### src/rtl/serial_acc_pkg.sv
// Shared definitions for the serial accumulator and the main store units:
// accumulator op encodings, default framing and the serial borrow function.
package serial_acc_pkg;

  localparam int INSTR_BITS_DEFAULT   = 20;
  localparam int FLYBACK_TIME_DEFAULT = 4;

  typedef enum logic [1:0] {
    ACC_OP_NOP = 2'd0,
    ACC_OP_LDN = 2'd1,
    ACC_OP_SUB = 2'd2,
    ACC_OP_STO = 2'd3
  } acc_op_t;

  // Borrow out of one bit of a - m - b.
  function automatic logic borrow_out(input logic a, input logic m, input logic b);
    return (~a & m) | (~a & b) | (m & b);
  endfunction

endpackage

### src/rtl/beat_counter.sv
// Free-running beat counter for one store frame (data beats plus flyback),
// with strobes on the first and last beat; shared with the store units.
module beat_counter #(
  parameter int INSTR_BITS   = 20,
  parameter int FLYBACK_TIME = 4,
  parameter int CW           = $clog2(INSTR_BITS + FLYBACK_TIME)
) (
  input  logic          clk,
  input  logic          rst,
  output logic [CW-1:0] c,
  output logic          first,
  output logic          last
);

  localparam logic [CW-1:0] LAST_BEAT = CW'(INSTR_BITS + FLYBACK_TIME - 1);

  logic [CW-1:0] c_reg;

  always_ff @(posedge clk or posedge rst) begin
    if (rst)
      c_reg <= '0;
    else if (c_reg == LAST_BEAT)
      c_reg <= '0;
    else
      c_reg <= c_reg + CW'(1);
  end

  assign c     = c_reg;
  assign first = (c_reg == '0);
  assign last  = (c_reg == LAST_BEAT);

endmodule

### src/rtl/serial_accumulator.sv
// Bit-serial LDN/SUB/STO accumulator framed against the main store.
// Define ACC_OVERFLOW_EN to build the sticky signed-overflow flag.
module serial_accumulator
  import serial_acc_pkg::*;
#(
  parameter int INSTR_BITS   = INSTR_BITS_DEFAULT,
  parameter int FLYBACK_TIME = FLYBACK_TIME_DEFAULT
) (
  input  logic                  w_DPG,
  input  logic                  w_RESET,
  input  logic                  w_MS_DATA_OUT,
  input  logic [1:0]            b_ACC_OP,
  output logic                  w_MS_DATA_IN,
  output logic [INSTR_BITS-1:0] b_ACC,
  output logic                  w_ACC_NEG,
  output logic                  w_ACC_DONE,
  output logic                  w_ACC_OVF
);

  localparam int CW = $clog2(INSTR_BITS + FLYBACK_TIME);
  localparam logic [CW-1:0] SIGN_BEAT = CW'(INSTR_BITS);

  logic [CW-1:0]         c;
  logic                  first_beat;
  logic                  last_beat;
  acc_op_t               op_reg;
  logic                  borrow_reg, borrow_next;
  logic [INSTR_BITS-1:0] acc_reg, acc_next;
  logic                  done_reg;
  logic                  arith_beat;
  logic [CW-1:0]         bit_idx;
  logic                  a_bit;

  beat_counter #(
    .INSTR_BITS  (INSTR_BITS),
    .FLYBACK_TIME(FLYBACK_TIME),
    .CW          (CW)
  ) u_beat_counter (
    .clk  (w_DPG),
    .rst  (w_RESET),
    .c    (c),
    .first(first_beat),
    .last (last_beat)
  );

  // Store data bit k arrives on beat k+1, so the bit being updated lags c by one.
  assign arith_beat = ((op_reg == ACC_OP_LDN) || (op_reg == ACC_OP_SUB)) &&
                      (c != '0) && (c <= SIGN_BEAT);
  assign bit_idx    = c - CW'(1);

  always_comb begin
    acc_next    = acc_reg;
    borrow_next = borrow_reg;
    a_bit       = (op_reg == ACC_OP_SUB) ? acc_reg[bit_idx] : 1'b0;
    if (arith_beat) begin
      acc_next[bit_idx] = a_bit ^ w_MS_DATA_OUT ^ borrow_reg;
      borrow_next       = borrow_out(a_bit, w_MS_DATA_OUT, borrow_reg);
    end
  end

  always_ff @(posedge w_DPG or posedge w_RESET) begin
    if (w_RESET) begin
      op_reg     <= ACC_OP_NOP;
      borrow_reg <= 1'b0;
      acc_reg    <= '0;
      done_reg   <= 1'b0;
    end else begin
      if (last_beat)
        op_reg <= acc_op_t'(b_ACC_OP);
      borrow_reg <= first_beat ? 1'b0 : borrow_next;
      acc_reg    <= acc_next;
      done_reg   <= (c == SIGN_BEAT) && (op_reg != ACC_OP_NOP);
    end
  end

`ifdef ACC_OVERFLOW_EN
  logic ovf_reg;

  // Signed overflow: borrow into the sign bit differs from the borrow out of it.
  always_ff @(posedge w_DPG or posedge w_RESET) begin
    if (w_RESET)
      ovf_reg <= 1'b0;
    else if (arith_beat && (c == SIGN_BEAT) && (borrow_reg != borrow_next))
      ovf_reg <= 1'b1;
  end

  assign w_ACC_OVF = ovf_reg;
`else
  assign w_ACC_OVF = 1'b0;
`endif

  assign w_MS_DATA_IN = ((op_reg == ACC_OP_STO) && (c < SIGN_BEAT)) ? acc_reg[c] : 1'b0;
  assign b_ACC        = acc_reg;
  assign w_ACC_NEG    = acc_reg[INSTR_BITS-1];
  assign w_ACC_DONE   = done_reg;

endmodule

### config.mk
export PLATFORM = sky130hd
export DESIGN_NAME = serial_accumulator
export DESIGN_NICKNAME = d
export VERILOG_FILES = /design/src/rtl/serial_acc_pkg.sv /design/src/rtl/beat_counter.sv /design/src/rtl/serial_accumulator.sv
export SDC_FILE = /design/constraint.sdc
export NUM_CORES = 1
export LEC_CHECK = 0
export CAP_MARGIN = 0
export CELL_PAD_IN_SITES_DETAIL_PLACEMENT = 0
export CELL_PAD_IN_SITES_GLOBAL_PLACEMENT = 1
export CORE_MARGIN = 2
export CORE_UTILIZATION = 40
export DETAILED_ROUTE_END_ITERATION = 7
export PLACE_DENSITY_LB_ADDON = 0.1
export SLEW_MARGIN = 25
export SYNTH_ARGS = -nofsm -noshare
export SYNTH_HDL_FRONTEND = slang
export SYNTH_HIERARCHICAL = 1
export SYNTH_SLANG_ARGS = --single-unit
### constraint.sdc
create_clock -name w_DPG -period 4.1 [get_ports w_DPG]
set_input_delay 1.025 -clock w_DPG [delete_from_list [all_inputs] [get_ports w_DPG]]
set_output_delay 1.025 -clock w_DPG [all_outputs]
set_load 0.02 [all_outputs]
==> results.md, run 1 <==
Critical path:
- The worst setup path is captured at a flop.
- Grouping stages by cell kind, the critical path spends the most delay in adder cells.
- Traced cell by cell, the critical path runs through inv_1 -> ha_1 -> mux4_1 -> mux2i_1 -> nor3b_1 -> o311ai_2 -> o21a_1 -> fa_1 -> o41ai_1.
- On the worst path, the slowest cell contributes a delay of 0.71 ns.
- The worst setup path is launched from a flop.
- Among all stages on the critical path, the largest delay is contributed by sky130_fd_sc_hd__fa_1.
- Along the worst path, the maximum fanout reaches 20.
- STA puts the critical path data arrival time at 3.91 ns.
- The critical path class is reg2reg.
- The required time of the critical path is 4.26 ns.
- The count of buffering cells on the critical path with inverters included is 1.

Drt:
- The routed wirelength normalized by instance count is 18.3 um.
- The number of detailed-routing iterations run before antenna repair is 4.
- Wires add up to 5.11 mm.
- The post-detailed-route count of antenna-violating nets is 0.
- The detailed router's first-iteration violation count is 132.
- For this block, the via count after detailed routing is 1611.
- The ratio of routed vias to standard cells is 5.77.
- For this run, design rule violations remaining after detail routing come to 0.

Power:
- Dividing total power by cell area gives a power density of 365 nW/um2.
- Summed over all cells, the static leakage comes to 0.984 nW.
- The worst vdd rail ir drop is 0.000193 V.

Cells and area:
- The register cell area after layout is 726 um2.
- The fraction of final layout cells with drive strength greater than 1 is 0.0849.
- 0 antenna diodes ended up in the layout.
- After the last flow step, the layout net total stands at 227.
- The flip-flop count of the largest register after layout is 20.
- The multi-input gate area in the final layout is 1140 um2.
- The layout has 442 filler cells.
- From synthesis to final layout, the design area changed by 19.5%.

Timing:
- In the finished design, the share of the clock period the worst path needs comes to 0.915.
- Setup repair after global routing left no endpoint under its margin.
- Setup violations remaining at the end of the flow were counted as 0.
- In the final timing run, aggregate negative setup slack is 0 ns.
- The number of pins with negative max-slew slack in the final report is 0.
- In the post-route analysis, the smallest setup slack over all paths is 0.350 ns.
- For the pin with the worst max-slew slack, the measured transition is 0.922 ns.
- The peak clock frequency supported by timing is 267 MHz.
- The number of hold-slack violations in the final timing report is 0.
- The worst path in the final design needs a cycle of 3.75 ns, including I/O delays and setup.
- The setup skew after layout is 0.00494 ns.
- Measured against its own limit, the worst slew margin works out to 0.382.

CTS:
- The clock latency of the later-clocked register in the worst-skew pair is 0.28 ns.
- No sink is reached through more buffers than the 2 on the longest clock path.
- CTS saw 29 sinks.
- The count of hold buffers inserted by post-cts repair is 0.
- The H-tree was split into 2 levels.
- After clock tree synthesis, the setup repair step added 0 buffers.
- The cell sitting at the root of the clock tree is a sky130_fd_sc_hd__clkbuf_8.
- Post-CTS repair changed the size of 0 cells.
- After clock tree synthesis, the clock-pin slew on the worst setup and hold paths is 0.06 ns.
- The number of buffers created by CTS is 5.
- The TritonCTS clock tree is done.

GRT:
- Entering global routing, the biggest net connects 25 pins.
- The global-route wire length before repair is 7.93 mm.
- The total overflow reported by the global router is 0.
- The initial antenna violation count was 0.
- The via count of the first global-routing pass is 1553.
- The all-layer global routing usage is 0.197.

Logic synthesis:
- sky130_fd_sc_hd__dfrtp_1 takes more of the synthesized area than any other cell.
- The count of different cell masters after synthesis is 40.
- The portion of the post-synthesis area used by sequential elements is 0.363.
- Counting flops with a built-in enable in the synthesized netlist gives 0.
- The synthesized netlist occupies a cell area of 2000 um2.
- In the post-synthesis netlist, the biggest area contributors are sky130_fd_sc_hd__dfrtp_1 (36%), sky130_fd_sc_hd__mux4_1 (12%), sky130_fd_sc_hd__ha_1 (6.3%).
- The synthesized instance count is 187.
- During synthesis, Yosys emitted a total of 6 warnings.
- Synthesis inferred 29 register bits.
- In the post-synthesis netlist, the cell with the most instances is sky130_fd_sc_hd__dfrtp_1.
- For this run, the leading register cell type out of synthesis is sky130_fd_sc_hd__dfrtp_1.
- The post-synthesis net count is 203.
- For this run, asynchronously set or reset flops after synthesis account for 1.00.
- By count the netlist is led by sky130_fd_sc_hd__dfrtp_1 (29), sky130_fd_sc_hd__o21ai_0 (18), sky130_fd_sc_hd__o31ai_1 (16).
- The mean instance size in the synthesized netlist is 10.7 um2.
- The area share of the leading cell type in the synthesized netlist is 0.363.

Die:
- The initial core utilization is 0.418.
- The die span in x is 74.7 um.
- The overall die height is 74.7 um.
- The number of top-level design ports is 29.
- The initialized floorplan defines 25 standard-cell rows.
- The area of the die is 5580 um2.
- The core region is 4790 um2.

Placed design:
- The final weighted congestion of routability-driven global placement is 0.860.
- In this run the tool buffered the top-level ports with 27 buffer cells.
- Prior to clock tree synthesis, the placed netlist has a worst setup slack of 0.427 ns.
- Detailed placement finished with a half-perimeter wire length of 3.61 mm.

Run:
- The number of maximum-capacitance constraint violations is 0.

Worst hold path:
- The path class of the tightest hold or removal check is reg2reg.

Outcome:
- The run finished with clean final reports.
[cell families after synthesis]
kind of cell | synth area share
other | 0.00188
adders and majority gates | 0.0726
buffers and inverters | 0.0670
AOI/OAI and AO/OA | 0.179
DFF | 0.363
muxes | 0.188
and+or+nand+nor | 0.115
xor gates and xnor gates | 0.0132
[per-stage QoR]
stage / power [mW] / area [um2] / instances / hold slack (ns) / util
global placement: 0.610 / 2290 / 271 / 0.546 / 0.478
CTS: 0.881 / 2390 / 279 / 0.563 / 0.499
finish: 0.872 / 2390 / 279 / 0.559 / 0.499
floorplan: 0.499 / 2000 / 187 / 0.529 / -
global route: 0.913 / 2390 / 279 / 0.597 / 0.499
detailed placement: 0.613 / 2290 / 271 / 0.546 / 0.478
[placed cells by master, fill, tap and decap left out, drive strengths merged]
| cell type | n |
|---|---|
| o21a | 1 |
| or2 | 2 |
| nand2b | 6 |
| nor3 | 2 |
| clkbuf | 7 |
| a32oi | 1 |
| nor4b | 1 |
| inv | 13 |
| mux2 | 2 |
| and4b | 1 |
| nor2b | 5 |
| o21ai | 21 |
| clkinv | 2 |
| nor2 | 5 |
| o32ai | 1 |
| dfrtp | 29 |
| xor2 | 1 |
| clkdlybuf4s50 | 27 |
| a21oi | 3 |
| o41ai | 4 |
| nand2 | 10 |
| conb | 1 |
| nand3 | 8 |
| a221oi | 1 |
| o211ai | 2 |
| a31oi | 2 |
| nor3b | 3 |
| mux4 | 10 |
| o31ai | 16 |
| ha | 10 |
| xnor2 | 2 |
| o311ai | 1 |
| buf | 2 |
| mux2i | 9 |
| fa | 1 |
[area by class of cell]
type                            instances  share of cell area
Timing Repair Buffer                   29               0.119
Clock buffer                            7              0.0404
Tap cell                               67              0.0351
Inverter                               14              0.0220
Clock inverter                          1             0.00210
Sequential cell                        29               0.304
Multi-Input combinational cell        132               0.477
[path summary, 6_finish.rpt]
check	cells past startpoint	end	slack (ns)	from
max reg2reg	9	b_ACC[8]	0.35	u_beat_counter/c[1]
min	2	b_ACC[2]	0.56	b_ACC[2]
max	9	b_ACC[8]	0.35	u_beat_counter/c[1]
min in group asynchronous	2	u_beat_counter/c[4]	0.98	w_RESET
max in group asynchronous	2	b_ACC[11]	2.49	w_RESET
min reg2reg	2	b_ACC[2]	0.56	b_ACC[2]
[where the power goes]
part,internal (mW),switching [mW],total (mW)
clock,0.152,0.112,0.264
combinational,0.124,0.120,0.244
sequential,0.324,0.0403,0.364
[worst reg2reg max path, cell delays in order (launching register included)]
cell and delay, ns:
sky130_fd_sc_hd__dfrtp_1 0.65, sky130_fd_sc_hd__inv_1 0.16, sky130_fd_sc_hd__ha_1 0.44, sky130_fd_sc_hd__mux4_1 0.39
sky130_fd_sc_hd__mux2i_1 0.17, sky130_fd_sc_hd__nor3b_1 0.08, sky130_fd_sc_hd__o311ai_2 0.36, sky130_fd_sc_hd__o21a_1 0.20
sky130_fd_sc_hd__fa_1 0.71, sky130_fd_sc_hd__o41ai_1 0.47
[routing by layer]
metal	GRT usage	routed length (um)	vias up
met2	0.303	2420	49
met3	0.0495	313	8
met4	0.0794	104	0
li1	-	-	743
met5	0	0	-
met1	0.270	2270	811
Power figures use the tool's default switching activity.
==> inputs of run 2 (changes only) <==
- ABC_AREA: not set -> 1
- GPL_TIMING_DRIVEN: not set -> 1
- SKIP_LAST_GASP: not set -> 1
==> results.md, run 2 <==
Outcome:
- The run finished with clean final reports.

Timing:
- In this run the tightest slew margin relative to its limit is 0.488.
- The total negative slack is 0 ns.
- The final hold slack is 0.523 ns.
- The final cycle utilization of the critical path is 0.807.
- The setup skew after layout is 0.00612 ns.
- The number of hold-slack violations in the final timing report is 0.
- Setup repair after global routing left no endpoint under its margin.
- For the pin with the worst max-slew slack, the measured transition is 0.768 ns.
- Based on the critical path, the design can be clocked at up to 302 MHz.
- The clock period minus final worst setup slack is 3.31 ns.
- Setup violations remaining at the end of the flow were counted as 0.
- The number of pins with negative max-slew slack in the final report is 0.

Die:
- The placement row count is 25.
- The overall die height is 74.9 um.
- The region available for standard cell placement spans 4790 um2.
- The number of top-level design ports is 29.
- In this run the horizontal extent of the chip is 74.9 um.
- The die covers 5620 um2.
- The initial core utilization is 0.421.

Cells and area:
- 0 antenna diodes ended up in the layout.
- The multi-input combinational cells in the finished layout cover a total of 1120 um2.
- Leaving out fill and tap cells, the most frequent cells in the layout are sky130_fd_sc_hd__nand2_1 (74), sky130_fd_sc_hd__inv_1 (30), sky130_fd_sc_hd__dfrtp_1 (29), sky130_fd_sc_hd__clkdlybuf4s50_1 (27).
- The sequential cells in the finished layout cover a total of 726 um2.
- The number of filler cells placed in the layout is 502.
- The net count of the finished layout is 312.
- The flip-flop count of the largest register after layout is 20.
- In the final layout, the share of cells above drive strength 1 is 0.128.
- The synthesis-to-finish area growth is 21.4%.
- The most common library cell in the layout ignoring fill and taps is sky130_fd_sc_hd__nand2_1.

Logic synthesis:
- The combinational family with the most area after synthesis is simple AND/OR/NAND/NOR gates.
- The portion of the post-synthesis area used by sequential elements is 0.360.
- The post-synthesis share of cell area spent on xor and xnor gates is 0.0342.
- After synthesis, the share of flip-flops with an asynchronous set or reset is 1.00.
- The cell taking the most area after synthesis is sky130_fd_sc_hd__dfrtp_1.
- Counting flops and latches in the post-synthesis netlist gives 29.
- Yosys mapped a number of flops with a built-in enable equal to 0.
- The share of the synthesized area in compound gates (AO/OA/AOI/OAI) came to 0.138.
- The synthesis warning total is 6.
- The share of synthesized area in the top cell type comes to 0.360.
- Of the total synthesized cell area, the portion taken by AND, OR, NAND and NOR gates is 0.308.
- Of the post-synthesis cell area, the part taken by muxes is 0.
- Of the total synthesized cell area, the portion taken by full adders, half adders and majority gates is 0.0721.
- The count of different cell masters after synthesis is 29.
- The synthesized netlist occupies a cell area of 2010 um2.
- Yosys attributes the largest share of cell area to sky130_fd_sc_hd__dfrtp_1 (36%), sky130_fd_sc_hd__nand2_1 (14%), sky130_fd_sc_hd__ha_1 (6.2%).
- Averaged over all synthesized cells, the footprint is 7.51 um2.
- After synthesis, the most frequently instantiated cells are sky130_fd_sc_hd__nand2_1 (74), sky130_fd_sc_hd__inv_1 (31), sky130_fd_sc_hd__dfrtp_1 (29).
- Among all flip-flop cells after synthesis, the most frequent one is sky130_fd_sc_hd__dfrtp_1.
- The most numerous cell in the Yosys netlist is sky130_fd_sc_hd__nand2_1.
- The cell count after synthesis came out at 268.
- Counting every net in the synthesized netlist gives 284.

CTS:
- The tree is rooted in a sky130_fd_sc_hd__clkbuf_8.
- TritonCTS created 5 clock buffers.
- The count of hold buffers inserted by post-cts repair is 0.
- The clock edge transition at the registers on the reported setup and hold paths is 0.07 ns.
- The number of buffers on the longest clock path is 2.
- The number of setup buffers added after CTS is 0.
- For this design, the sink count on the clock tree is 29.
- In this run the number of H-tree levels came out at 2.
- The TritonCTS clock tree is done.
- The clock latency of the later-clocked register in the worst-skew pair is 0.29 ns.
- After clock tree synthesis, the repair step resized 0 gates.

Drt:
- The vias after detailed routing is 1733.
- For this run, the detailed router's first-pass iteration total came to 4.
- In the final routed layout, each cell accounts on average for 13.6 um.
- The detailed router's first-iteration violation count is 64.
- In the routed layout, each cell is associated on average with a via count of 4.76.
- After detailed routing, the number of remaining DRC violations is 0.
- The routed design has 4.96 mm of wire.
- The post-detailed-route count of antenna-violating nets is 0.

Power:
- Power spread over the standard cell area amounts to 350 nW/um2.
- Summed over all cells, the static leakage comes to 1.17 nW.
- VDD sags by at most 0.000222 V.

Critical path:
- The category of the worst setup path launch point is a flop.
- The critical path class is reg2out.
- At the worst endpoint, the required time is 3.07 ns.
- The register-to-register setup slack is 0.93 ns.
- The reg-to-reg critical path startpoint is u_beat_counter/c[0].
- The endpoint identified for the worst register-to-register timing path is b_ACC[2].
- For the worst setup path, the data arrival time is 2.28 ns.
- The number of cells on the worst reg-to-reg path is 12.
- The worst setup path is captured at an output pin.
- In this run the worst path has a maximum fanout of 15.

Run:
- The number of maximum-capacitance constraint violations is 0.

Placed design:
- The final weighted congestion of routability-driven global placement is 0.853.
- The count of input and output buffers is 27.
- Once detailed placement completed, the half-perimeter wirelength came to 3.59 mm.

GRT:
- The initial antenna violation count was 0.
- Across every metal layer, demand over resource in global routing totals 0.205.
- Entering global routing, the biggest net connects 35 pins.
- The via count of the first global-routing pass is 1688.
- The total overflow reported by the global router is 0.
- The global-route wire length before repair is 8.36 mm.

Worst hold path:
- The worst min-delay path endpoint is b_ACC[15].
- Counting instances, the worst hold path has a depth of 2.
- The class of the tightest hold or removal check is reg2reg.
- The startpoint of the tightest hold check path is b_ACC[15].
## run 2: metrics by stage
step	utilization	instance area, um2	setup WS (ns)	power (mW)	instances
3_3_place_gp	0.489	2340	0.908	0.596	356
2_1_floorplan	-	2010	1.30	0.491	268
3_5_place_dp	0.489	2340	0.876	0.595	356
5_1_grt	0.511	2440	0.610	0.909	364
6_report	0.511	2440	0.792	0.855	364
4_1_cts	0.511	2440	0.805	0.864	364
## run 2: cells by family (layout without fill, tap and decap cells)
family,count (synthesis),in the layout
XOR/XNOR,4,4
AO/OA/AOI/OAI,51,51
flip-flops,29,29
buffers and inverters,43,72
AND/OR/NAND/NOR,129,129
other,1,1
adder cells (fa/ha/maj),11,11
## run 2: worst max path at each step
stage	start	endpoint	slack (ns)	cells past startpoint
2_1_floorplan	u_beat_counter/c[0]	b_ACC[0]	1.30	13
3_3_place_gp	u_beat_counter/c[0]	b_ACC[7]	0.91	11
3_5_place_dp	u_beat_counter/c[0]	b_ACC[2]	0.88	12
4_1_cts	u_beat_counter/c[0]	w_MS_DATA_IN	0.80	6
5_1_grt	u_beat_counter/c[0]	b_ACC[7]	0.61	10
6_report	u_beat_counter/c[0]	w_MS_DATA_IN	0.79	6
## run 2: power breakdown
group | switching (mW) | internal, mW | leakage (nW)
Clock | 0.116 | 0.151 | 0.0542
Sequential | 0.0360 | 0.322 | 0.337
Combinational | 0.126 | 0.104 | 0.777
## run 2: area by class of cell
class / instances / area share
flip-flops and latches: 29 / 0.297
multi-input cells: 196 / 0.457
repair buffers: 29 / 0.117
well taps: 67 / 0.0343
inverters: 35 / 0.0538
clock inverters: 1 / 0.00205
clock buffers: 7 / 0.0394
## run 2: per-layer routing
metal | part of all wire | GRT usage
met4 | 0.014 | 0.0694
met5 | 0 | 0
met1 | 0.50 | 0.284
met3 | 0.041 | 0.0442
met2 | 0.45 | 0.316
## run 2: worst max-delay path, cell delays in order (launching register included)
cell and delay [ns]:
sky130_fd_sc_hd__dfrtp_1 0.37, sky130_fd_sc_hd__inv_1 0.34, sky130_fd_sc_hd__o21ai_0 0.15, sky130_fd_sc_hd__o22ai_1 0.24
sky130_fd_sc_hd__nand3_1 0.12, sky130_fd_sc_hd__a21oi_1 0.16, sky130_fd_sc_hd__clkdlybuf4s50_1 0.61
